===== src/rtl/count_display_pkg.sv =====
// Shared types and constants for the count display: FSM encoding, widths and
// the active-low seven-segment digit patterns (bit0 = a ... bit6 = g).
package count_display_pkg;

  localparam int unsigned VAL_W  = 7;
  localparam int unsigned DIGITS = 3;
  localparam int unsigned BCD_W  = 12;

  typedef enum logic [1:0] {
    StIdle,
    StShift,
    StCommit
  } state_e;

  localparam logic [6:0] SEG_0     = 7'h40;
  localparam logic [6:0] SEG_1     = 7'h79;
  localparam logic [6:0] SEG_2     = 7'h24;
  localparam logic [6:0] SEG_3     = 7'h30;
  localparam logic [6:0] SEG_4     = 7'h19;
  localparam logic [6:0] SEG_5     = 7'h12;
  localparam logic [6:0] SEG_6     = 7'h02;
  localparam logic [6:0] SEG_7     = 7'h78;
  localparam logic [6:0] SEG_8     = 7'h00;
  localparam logic [6:0] SEG_9     = 7'h10;
  localparam logic [6:0] SEG_BLANK = 7'h7F;

  // Active-low pattern for one BCD digit; non-decimal codes show blank.
  function automatic logic [6:0] seg_digit(input logic [3:0] d);
    logic [6:0] p;
    case (d)
      4'd0:    p = SEG_0;
      4'd1:    p = SEG_1;
      4'd2:    p = SEG_2;
      4'd3:    p = SEG_3;
      4'd4:    p = SEG_4;
      4'd5:    p = SEG_5;
      4'd6:    p = SEG_6;
      4'd7:    p = SEG_7;
      4'd8:    p = SEG_8;
      4'd9:    p = SEG_9;
      default: p = SEG_BLANK;
    endcase
    return p;
  endfunction

endpackage


===== src/rtl/count_display_bin2bcd_serial.sv =====
// Serial double-dabble engine: load captures the binary value and clears the
// BCD accumulator; each shift_en cycle adjusts digits >= 5 by +3 and then
// shifts {bcd, shadow} left by one. Seven shifts give the final BCD value.
module bin2bcd_serial import count_display_pkg::*; (
  input  logic             clk,
  input  logic             rst,
  input  logic             load,
  input  logic             shift_en,
  input  logic [VAL_W-1:0] bin_in,
  output logic [BCD_W-1:0] bcd_out
);

  logic [VAL_W-1:0] shadow;
  logic [BCD_W-1:0] bcd;
  logic [BCD_W-1:0] bcd_adj;

  // Add-3 correction applied to every digit before the shift.
  always_comb begin
    bcd_adj = bcd;
    for (int i = 0; i < int'(DIGITS); i++) begin
      if (bcd[4*i +: 4] >= 4'd5) begin
        bcd_adj[4*i +: 4] = bcd[4*i +: 4] + 4'd3;
      end
    end
  end

  // Load or shift the combined BCD/binary register.
  always_ff @(posedge clk or posedge rst) begin
    if (rst) begin
      shadow <= '0;
      bcd    <= '0;
    end else if (load) begin
      shadow <= bin_in;
      bcd    <= '0;
    end else if (shift_en) begin
      {bcd, shadow} <= {bcd_adj, shadow} << 1;
    end
  end

  assign bcd_out = bcd;

endmodule


===== src/rtl/count_display.sv =====
// Shows two 7-bit counts as three decimal digits each on six seven-segment
// displays. A conversion runs whenever an input differs from the last snapshot;
// HEX outputs are registered and only change on the commit cycle.
module count_display import count_display_pkg::*; #(
  parameter bit BLANK_LZ   = 1'b1,
  parameter bit ACTIVE_LOW = 1'b1
) (
  input  logic             clk,
  input  logic             rst,
  input  logic [VAL_W-1:0] value_a,
  input  logic [VAL_W-1:0] value_b,
  output logic [6:0]       HEX0,
  output logic [6:0]       HEX1,
  output logic [6:0]       HEX2,
  output logic [6:0]       HEX3,
  output logic [6:0]       HEX4,
  output logic [6:0]       HEX5,
  output logic             busy,
  output logic             done
);

  localparam logic [6:0] SEG_OFF = ACTIVE_LOW ? SEG_BLANK : ~SEG_BLANK;

  state_e           state;
  logic [VAL_W-1:0] snap_a;
  logic [VAL_W-1:0] snap_b;
  logic             force_flag;
  logic [2:0]       bit_cnt;
  logic [BCD_W-1:0] bcd_a;
  logic [BCD_W-1:0] bcd_b;
  logic [20:0]      disp_a;
  logic [20:0]      disp_b;
  logic             trigger;
  logic             load;
  logic             shift_en;

  assign trigger  = force_flag || (value_a != snap_a) || (value_b != snap_b);
  assign load     = (state == StIdle) && trigger;
  assign shift_en = (state == StShift);

  bin2bcd_serial u_conv_a (
    .clk      (clk),
    .rst      (rst),
    .load     (load),
    .shift_en (shift_en),
    .bin_in   (value_a),
    .bcd_out  (bcd_a)
  );

  bin2bcd_serial u_conv_b (
    .clk      (clk),
    .rst      (rst),
    .load     (load),
    .shift_en (shift_en),
    .bin_in   (value_b),
    .bcd_out  (bcd_b)
  );

  // Three digit patterns {hundreds, tens, units} with leading-zero blanking
  // and output polarity applied.
  function automatic logic [20:0] render(input logic [BCD_W-1:0] bcd);
    logic [3:0]  h;
    logic [3:0]  t;
    logic [6:0]  ph;
    logic [6:0]  pt;
    logic [6:0]  pu;
    logic [20:0] r;
    h  = bcd[11:8];
    t  = bcd[7:4];
    ph = (BLANK_LZ && h == 4'd0) ? SEG_BLANK : seg_digit(h);
    pt = (BLANK_LZ && h == 4'd0 && t == 4'd0) ? SEG_BLANK : seg_digit(t);
    pu = seg_digit(bcd[3:0]);
    r  = {ph, pt, pu};
    return ACTIVE_LOW ? r : ~r;
  endfunction

  // Decode both BCD accumulators; only sampled into HEX during commit.
  always_comb begin
    disp_a = render(bcd_a);
    disp_b = render(bcd_b);
  end

  // Control FSM with registered busy/done and display registers.
  always_ff @(posedge clk or posedge rst) begin
    if (rst) begin
      state      <= StIdle;
      busy       <= 1'b0;
      done       <= 1'b0;
      snap_a     <= '0;
      snap_b     <= '0;
      force_flag <= 1'b1;
      bit_cnt    <= '0;
      HEX0       <= SEG_OFF;
      HEX1       <= SEG_OFF;
      HEX2       <= SEG_OFF;
      HEX3       <= SEG_OFF;
      HEX4       <= SEG_OFF;
      HEX5       <= SEG_OFF;
    end else begin
      done <= 1'b0;
      unique case (state)
        StIdle: begin
          if (trigger) begin
            snap_a     <= value_a;
            snap_b     <= value_b;
            force_flag <= 1'b0;
            bit_cnt    <= '0;
            busy       <= 1'b1;
            state      <= StShift;
          end
        end
        StShift: begin
          // Seven shifts: bit_cnt 0..6, leaving on the one where it reads 6.
          if (bit_cnt == 3'd6) begin
            state <= StCommit;
          end else begin
            bit_cnt <= bit_cnt + 3'd1;
          end
        end
        StCommit: begin
          {HEX2, HEX1, HEX0} <= disp_a;
          {HEX5, HEX4, HEX3} <= disp_b;
          done               <= 1'b1;
          busy               <= 1'b0;
          state              <= StIdle;
        end
        default: state <= StIdle;
      endcase
    end
  end

endmodule


===== config.mk =====
export PLATFORM = sky130hd
export DESIGN_NAME = count_display
export DESIGN_NICKNAME = d
export VERILOG_FILES = /design/src/rtl/count_display_pkg.sv /design/src/rtl/count_display_bin2bcd_serial.sv /design/src/rtl/count_display.sv
export SDC_FILE = /design/constraint.sdc
export NUM_CORES = 1
export LEC_CHECK = 0
export CORE_UTILIZATION = 50
export CTS_BUF_LIST = sky130_fd_sc_hd__clkbuf_2
export CTS_CLUSTER_DIAMETER = 40
export CTS_CLUSTER_SIZE = 12
export DETAILED_ROUTE_END_ITERATION = 8
export PLACE_DENSITY = 0.72
export SYNTH_ARGS = -nofsm -noshare
export SYNTH_HDL_FRONTEND = slang
export SYNTH_SLANG_ARGS = --single-unit

===== constraint.sdc =====
create_clock -name clk -period 5.55 [get_ports clk]
set_clock_uncertainty 0.2 [all_clocks]
set_input_delay 1.11 -clock clk [delete_from_list [all_inputs] [get_ports clk]]
set_output_delay 1.11 -clock clk [all_outputs]
set_load 0.1 [all_outputs]

==> results of run 1 <==
[cell usage in the layout, fill, tap and decap left out, drive strengths merged, types with 5 or more instances in the layout]
cell,synthesis,routed
a211oi,7,7
a21oi,30,30
a221o,12,12
a22o,16,16
a31oi,6,6
and2,13,13
buf,12,5
clkbuf,20,13
clkdlybuf4s50,0,59
dfrtp,59,59
dfstp,43,43
ha,34,34
inv,32,32
mux2,16,16
mux2i,7,7
nand2,40,40
nand2b,10,10
nor2,42,42
nor3,6,6
o21ai,44,44
o22a,10,10
o22ai,6,6
o2bb2ai,8,8
o31ai,5,5
xnor2,21,21
[cell type report]
| cell class | count | area (um^2) |
|---|---|---|
| fill | 887 | 4260 |
| sequential | 102 | 2610 |
| multi-input combinational | 369 | 2580 |
| timing repair buffer | 64 | 628 |
| tap | 136 | 170 |
| inverter | 32 | 123 |
| clock buffer | 13 | 65.1 |
| clock inverter | 3 | 37.5 |
[synthesized netlist by cell type, types with 3 or more instances]
cell,n,share of area (%)
nor2_1,42,2.9
o21ai_0,42,3.9
o2bb2ai_1,8,1.3
nor3b_1,4,0.55
inv_1,32,2.2
mux2i_1,7,1.3
a22oi_1,4,0.55
buf_1,5,0.34
a211oi_1,7,0.96
o21bai_1,4,0.55
a21oi_1,30,2.8
mux2_2,8,1.7
nand2b_1,10,1.1
xnor2_1,21,3.4
a221o_1,12,2.2
nor3_1,5,0.46
o22a_1,10,1.6
clkbuf_1,20,1.4
nand3_1,4,0.37
and2_1,13,1.5
o31ai_1,5,0.69
a21o_1,3,0.41
a22o_1,16,2.6
or3_1,3,0.34
nand2_1,40,2.8
mux2_1,8,1.7
o22ai_1,6,0.69
dfrtp_1,59,27
a31oi_1,6,0.69
dfstp_2,43,21
buf_4,3,0.41
ha_1,34,7.8
xor2_1,3,0.48
[path summary, 6_finish.rpt]
kind	from	end	slack (ns)	cells after the start
setup / recovery	HEX0[1]	HEX0[1]	1.94	1
hold / removal	HEX3[1]	HEX3[1]	0.29	2
setup reg to reg	snap_b[1]	u_conv_a.bcd_out[9]	2.80	6
hold reg to reg	HEX3[1]	HEX3[1]	0.29	2
max in group asynchronous	rst	HEX0[6]	3.31	3
min in group asynchronous	rst	u_conv_b.shadow[2]	0.88	2
[cell families (layout without fill, tap and decap cells)]
| group | after synthesis | count (layout) | synth area share [%] |
|---|---|---|---|
| simple gates | 127 | 127 | 11.1 |
| xor+xnor | 24 | 24 | 3.86 |
| fa+ha+maj | 34 | 34 | 7.80 |
| buf+inv | 64 | 112 | 4.93 |
| mux | 23 | 23 | 4.59 |
| compound gates | 161 | 161 | 19.9 |
| flops | 102 | 102 | 47.8 |
[metal layers]
layer  vias up  track usage (%)  wire [um]  share of wire, %
met2        48             34.5       5340                51
met4         0             7.34        114               1.1
met5         -                0          0                 0
met3        10             3.19        199               1.9
met1      1987             25.8       4900                46
li1       1979                -          -                 -
[sequential cells by signal (all words and copies together) (netlist names)]
name	flops
HEX0	7
state	2
HEX2	7
busy	1
snap_a	7
force_flag	1
HEX5	7
snap_b	7
bit_cnt	3
HEX4	7
done	1
u_conv_b.shadow	7
HEX1	7
u_conv_b.bcd_out	12
HEX3	7
u_conv_a.bcd_out	12
u_conv_a.shadow	7
[stage by stage]
step / setup slack [ns] / hold slack, ns / instance area, um^2 / utilization (%) / instances
2_1_floorplan: 1.64 / 0.258 / 5450 / - / 535
3_3_place_gp: 1.66 / 0.260 / 6100 / 58.3 / 703
3_5_place_dp: 1.62 / 0.263 / 6100 / 58.3 / 703
4_1_cts: 1.88 / 0.295 / 6210 / 59.3 / 719
5_1_grt: 1.82 / 0.308 / 6210 / 59.3 / 719
6_report: 1.94 / 0.292 / 6210 / 59.3 / 719
==> flow_summary.ini, run 1 <==
[status]
status = finished clean

[setup_path]
cp_top_family = buffers and inverters
crit_path_cell_trace = clkdlybuf4s50_1
arrival_ns = 2.30
cp_max_fo = 2
criticalPathCategory = flop to primary output
required_ns = 4.24
cp_slowest_cell = clkdlybuf4s50_1
slowest_delay_ns = 1.14
crit_path_end_kind = primary output
path_buf_inv = 1
worstSetupStartpointType = flop

[floorplan]
core_area_um2 = 10500
ioPinCount = 60
die_h_um = 106
die_x_um = 106
initial_utilization_pct = 52.1
die_area_um2 = 11300
rows = 37

[clock_tree]
cts_setup_buffers = 0
ctsRootBufferMaster = clkbuf_2
cts_tree = done
htreeDepth = 3
clk_latency_ns = 0.55
cts-resized-gates = 0
cts.sinks = 102
clock_path_buffers = 2
ctsHoldBuffers = 0
cts_made_buffers = 9
path_clk_slew_ns = 0.27

[global_route]
grt_usage_pct = 20.1
antenna_found_initial = 0
first_global_vias = 3936
overflow = 0
grt_pass1_wl_um = 18300
grt_start_max_net_pins = 77

[synth]
syn_nets = 585
synth_ff_type = dfrtp_1
ys_types = 46
ys_async_sr_fraction_pct = 100
seq_area_frac_synth_pct = 47.8
postSynthCellCount = 535
ys_ff_latch = 102
avgSynthCellArea_um2 = 10.2
synth_edf_count = 0
yosysWarnings = 0
syn_area_um2 = 5450

[timing]
max_freq_mhz = 277
layout_min_cycle_time_ns = 3.61
period_share_pct = 65.0
setup_violations = 0
relSlewSlack_pct = 21.8
tns_ns = 0
worst_pin_slew_ns = 1.17
hold_violations = 0
rsz0062_at_grt = no
final_max_slew_viol_count = 0

[routing]
vias = 4024
drtIter0Drc = 169
wl_per_cell_um = 14.7
routed_wirelength_um = 10600
drt-pass1-iter-count = 4
vias_per_cell = 5.60
drc = 0
ant_nets = 0

[placement]
dp_hpwl_um = 7490
gp_congestion = 0.788
io_buffers = 59

[finish]
layout.nets = 628
drive_gt1_share_pct = 12.7
diodes = 0
area_delta_synth_final_pct = 13.8

[flow_run]
max-cap-violations = 0

[min_path]
worstHoldPathType = flop to flop
Power of run 1 is not shown: default switching activity piles up to over one toggle a cycle in this logic, so the estimate is an artifact.
==> run 2, diff against run 1 <==
--- a/config.mk
+++ b/config.mk
@@ -10,7 +10,7 @@
 export CTS_CLUSTER_DIAMETER = 40
 export CTS_CLUSTER_SIZE = 12
 export DETAILED_ROUTE_END_ITERATION = 8
-export PLACE_DENSITY = 0.72
+export PLACE_DENSITY = 0.75
 export SYNTH_ARGS = -nofsm -noshare
 export SYNTH_HDL_FRONTEND = slang
 export SYNTH_SLANG_ARGS = --single-unit
==> constraint.sdc (replaced) <==
create_clock -name clk -period 3.05 [get_ports clk]
set_clock_uncertainty 0.2 [all_clocks]
set_input_delay 0.61 -clock clk [delete_from_list [all_inputs] [get_ports clk]]
set_output_delay 0.61 -clock clk [all_outputs]
set_load 0.1 [all_outputs]
==> run 2 against run 1 <==
  * Critical path depth rose by 5
  * Hold slack got worse by 0.00075 ns
  * Final area fell by 0.10%
  * Sequential cell count did not move
  * Setup slack got worse by 1.3 ns
  * Register-to-register slack got worse by 2.2 ns
  * Non-clock buffer count rose by 8
  * First-iteration DRC count rose by 11%
  * Final cell count rose by 1.3%
  * Count of clock-buffer cells in the layout fell by 4
  * Core utilization fell by 0.060 points
  * Die area did not move
  * Critical endpoint is now snap_a[3]
  * Highest routed layer unchanged
==> flow_summary.ini, run 2 (synthesis gave the netlist of run 1 again) <==
[timing]
tns_ns = 0
worst_pin_slew_ns = 0.594
relSlewSlack_pct = 60.0
layout_min_cycle_time_ns = 2.44
rsz0062_at_grt = no
setup_violations = 0
max_freq_mhz = 411
period_share_pct = 79.8
hold_violations = 0
final_max_slew_viol_count = 0

[floorplan]
core_area_um2 = 10500
die_area_um2 = 11300
rows = 37
initial_utilization_pct = 52.1
die_h_um = 106
die_x_um = 106
ioPinCount = 60

[routing]
routed_wirelength_um = 10500
ant_nets = 0
drtIter0Drc = 188
vias = 4051
wl_per_cell_um = 14.5
vias_per_cell = 5.56
drt-pass1-iter-count = 4
drc = 0

[global_route]
overflow = 0
grt_usage_pct = 19.7
antenna_found_initial = 1
grt_start_max_net_pins = 44
grt_pass1_wl_um = 18000
first_global_vias = 3882

[status]
status = finished clean

[finish]
layout.nets = 636
n_fill_cell = 918
fin_cells = 728
final_cell_mix = 59 x dfrtp_1, 53 x buf_4, 43 x dfstp_2
design_area_um2 = 6200
layout_commonest_cell = dfrtp_1
drive_gt1_share_pct = 21.5
area_delta_synth_final_pct = 13.7

[setup_path]
worstSetupStartpointType = input port
criticalPathCategory = input port to flop
r2r-start = snap_b[6]
cp_max_fo = 7
arrival_ns = 2.75
r2r_end = snap_a[3]
r2r_cells = 5
required_ns = 3.36
ff2ff_setup_slack_ns = 0.64
crit_path_end_kind = flop

[clock_tree]
cts_tree = done
clock_path_buffers = 2
cts-resized-gates = 0
cts.sinks = 102
cts_setup_buffers = 0
path_clk_slew_ns = 0.29
ctsRootBufferMaster = clkbuf_2
cts_made_buffers = 9
clk_latency_ns = 0.59
htreeDepth = 3
ctsHoldBuffers = 0

[min_path]
hold_depth = 2
whs_endpoint = HEX3[2]
worstHoldPathType = flop to flop
hold_path.startpoint = HEX3[2]

[flow_run]
max-cap-violations = 0

[placement]
gp_congestion = 0.807
io_buffers = 59
dp_hpwl_um = 7520
dpl-instance-area_um2 = 6110
dp.cells = 711
==> run 2: cell type report <==
cell class	count	area (um^2)	area share (%)
Clock buffer	9	45.0	0.726
Inverter	32	124	2.00
Tap cell	136	170	2.74
Sequential cell	102	2610	42.0
Timing Repair Buffer	72	628	10.1
Clock inverter	7	47.5	0.767
Antenna cell	1	2.50	0.0404
Multi-Input combinational cell	369	2580	41.6
==> run 2: worst max-delay path by stage <==
| stage | end | from | cells after the start | slack [ns] |
|---|---|---|---|---|
| 2_1_floorplan | snap_a[2] | value_b[6] | 6 | 0.56 |
| 3_3_place_gp | snap_a[2] | value_b[6] | 6 | 0.0002 |
| 3_5_place_dp | snap_a[4] | value_b[6] | 6 | -0.05 |
| 4_1_cts | snap_a[4] | snap_b[6] | 5 | 0.63 |
| 5_1_grt | snap_a[3] | snap_b[6] | 5 | 0.57 |
| 6_report | snap_a[3] | value_b[6] | 6 | 0.61 |
==> run 2: layer usage <==
layer  share of wire (%)  wire, um  track usage (%)  up-vias
met1                  47      4910             25.7     1985
met3                 2.3       239             2.82       17
met5                   0         0                0        -
li1                    -         -                -     1993
met4                 1.7       183             7.34        0
met2                  49      5210             33.4       56
==> run 2: worst max-delay path, cell delays in order <==
cell,delay (ns)
clkdlybuf4s50_1,0.46
xor2_1,0.16
or4_4,0.52
nor4_4,0.31
or3_1,0.33
mux2_1,0.37
==> run 2: through the flow <==
step,util [%],hold slack (ns),setup slack [ns]
floorplan,-,0.258,0.558
global placement,58.4,0.262,0.000207
detailed placement,58.4,0.267,-0.0490
CTS,59.2,0.297,0.631
global route,59.3,0.318,0.571
finish,59.3,0.291,0.615
Power of run 2 is left out for the same reason.
==> run 3, diff against run 2 <==
--- a/config.mk
+++ b/config.mk
@@ -10,7 +10,7 @@
 export CTS_CLUSTER_DIAMETER = 40
 export CTS_CLUSTER_SIZE = 12
 export DETAILED_ROUTE_END_ITERATION = 8
-export PLACE_DENSITY = 0.75
+export PLACE_DENSITY = 0.72
 export SYNTH_ARGS = -nofsm -noshare
 export SYNTH_HDL_FRONTEND = slang
 export SYNTH_SLANG_ARGS = --single-unit
==> constraint.sdc (replaced) <==
create_clock -name clk -period 2.4 [get_ports clk]
set_clock_uncertainty 0.2 [all_clocks]
set_input_delay 0.48 -clock clk [delete_from_list [all_inputs] [get_ports clk]]
set_output_delay 0.48 -clock clk [all_outputs]
set_load 0.1 [all_outputs]
==> run 3 against run 2 <==
  * Count of clock-buffer cells in the layout up 1
  * First-iteration DRC count up 22%
  * Register-to-register slack worse by 0.53 ns
  * Global-route usage up 1.1 points
  * Core utilization up 1.4 points
  * Die area unchanged
  * Non-clock buffer count up 16
  * Sequential cell count unchanged
  * Highest routed layer unchanged
==> flow_summary.ini, run 3 (synthesis gave the netlist of run 1 again) <==
[finish]
area_delta_synth_final_pct = 16.4
n_fill_cell = 898
layout_commonest_cell = buf_4
fin_cells = 744
final_cell_mix = 71 x buf_4, 59 x dfrtp_1, 43 x dfstp_2
drive_gt1_share_pct = 23.7
layout.nets = 652

[timing]
final_max_slew_viol_count = 0
worst_pin_slew_ns = 0.593
relSlewSlack_pct = 60.0
setup_violations = 0
max_freq_mhz = 436
rsz0062_at_grt = no
hold_violations = 0
tns_ns = 0
period_share_pct = 95.5
layout_min_cycle_time_ns = 2.29

[clock_tree]
ctsRootBufferMaster = clkbuf_2
ctsHoldBuffers = 0
cts_setup_buffers = 0
cts_tree = done
htreeDepth = 3
clock_path_buffers = 2
clk_latency_ns = 0.58
cts.sinks = 102
cts_made_buffers = 9
path_clk_slew_ns = 0.27

[floorplan]
ioPinCount = 60
die_h_um = 106
die_area_um2 = 11300
die_x_um = 106
core_area_um2 = 10500
initial_utilization_pct = 52.1
rows = 37

[setup_path]
slowest_delay_ns = 0.53
crit_path_end_kind = flop
criticalPathCategory = flop to flop
cp_slowest_cell = or4_4
arrival_ns = 2.58
cp_max_fo = 10
crit_path_cell_trace = xor2_1, or4_4, nor4_4, nor3_2, buf_4, a221o_1
worstSetupStartpointType = flop
required_ns = 2.68

[global_route]
first_global_vias = 4078
overflow = 0
antenna_found_initial = 1
grt_pass1_wl_um = 18900
grt_start_max_net_pins = 103
grt_usage_pct = 20.9

[status]
status = finished clean

[min_path]
worstHoldPathType = input port to async pin

[routing]
routed_wirelength_um = 10900
ant_nets = 0
wl_per_cell_um = 14.7
drt-pass1-iter-count = 4
vias = 4068
vias_per_cell = 5.47
drc = 0
drtIter0Drc = 230

[placement]
gp_congestion = 0.817
dp_hpwl_um = 7580
dp.cells = 727
io_buffers = 59

[flow_run]
max-cap-violations = 0
==> run 3: repair_timing <==
| item | 4_1_cts | 5_1_grt |
|---|---|---|
| endpoints found under the setup margin | 3 | 13 |
| gates cloned | 0 | 0 |
| pin swaps | 0 | 1 |
| gates resized for setup | 1 | 0 |
==> run 3: layout make-up <==
class	count	area [um^2]	area share [%]
sequential	102	2610	41.1
multi-input combinational	369	2580	40.7
timing repair buffer	88	723	11.4
tap	136	170	2.68
inverter	32	124	1.95
clock inverter	6	86.3	1.36
clock buffer	10	50.0	0.789
antenna	1	2.50	0.0394
==> run 3: critical path: cells and delay by family (launching register included) <==
family | cells | cell delay, ns
and+or+nand+nor | 3 | 0.86
DFF | 1 | 0.45
AOI/OAI and AO/OA | 1 | 0.35
buffers and inverters | 1 | 0.19
xor gates and xnor gates | 1 | 0.16
==> run 3: metal layers <==
| metal | share of wire, % | GRT usage (%) |
|---|---|---|
| met1 | 46 | 26.6 |
| met2 | 50 | 35.5 |
| met3 | 2.1 | 2.64 |
| met4 | 2.1 | 9.30 |
| met5 | 0 | 0 |
==> run 3: path summary, 6_finish.rpt <==
check                           from             endpoint  slack, ns  cells after the start
min                              rst  u_conv_a.bcd_out[2]       0.16                      3
max                        snap_b[6]   u_conv_b.shadow[1]       0.11                      6
max in group asynchronous        rst           force_flag       1.39                      3
max reg2reg                snap_b[6]   u_conv_b.shadow[1]       0.11                      6
min reg2reg                  HEX3[2]              HEX3[2]       0.29                      2
min in group clk             HEX3[2]              HEX3[2]       0.29                      2
==> run 3: stage by stage <==
stage | area (um^2) | worst slack [ns] | hold slack [ns] | util, %
global route | 6340 | 0.0306 | 0.171 | 60.6
detailed placement | 6200 | -0.543 | 0.268 | 59.3
finish | 6340 | 0.107 | 0.158 | 60.6
CTS | 6340 | 0.000813 | 0.159 | 60.6
global placement | 6200 | -0.493 | 0.263 | 59.3
floorplan | 5460 | 0.0380 | 0.258 | -
Power of run 3 is left out for the same reason.
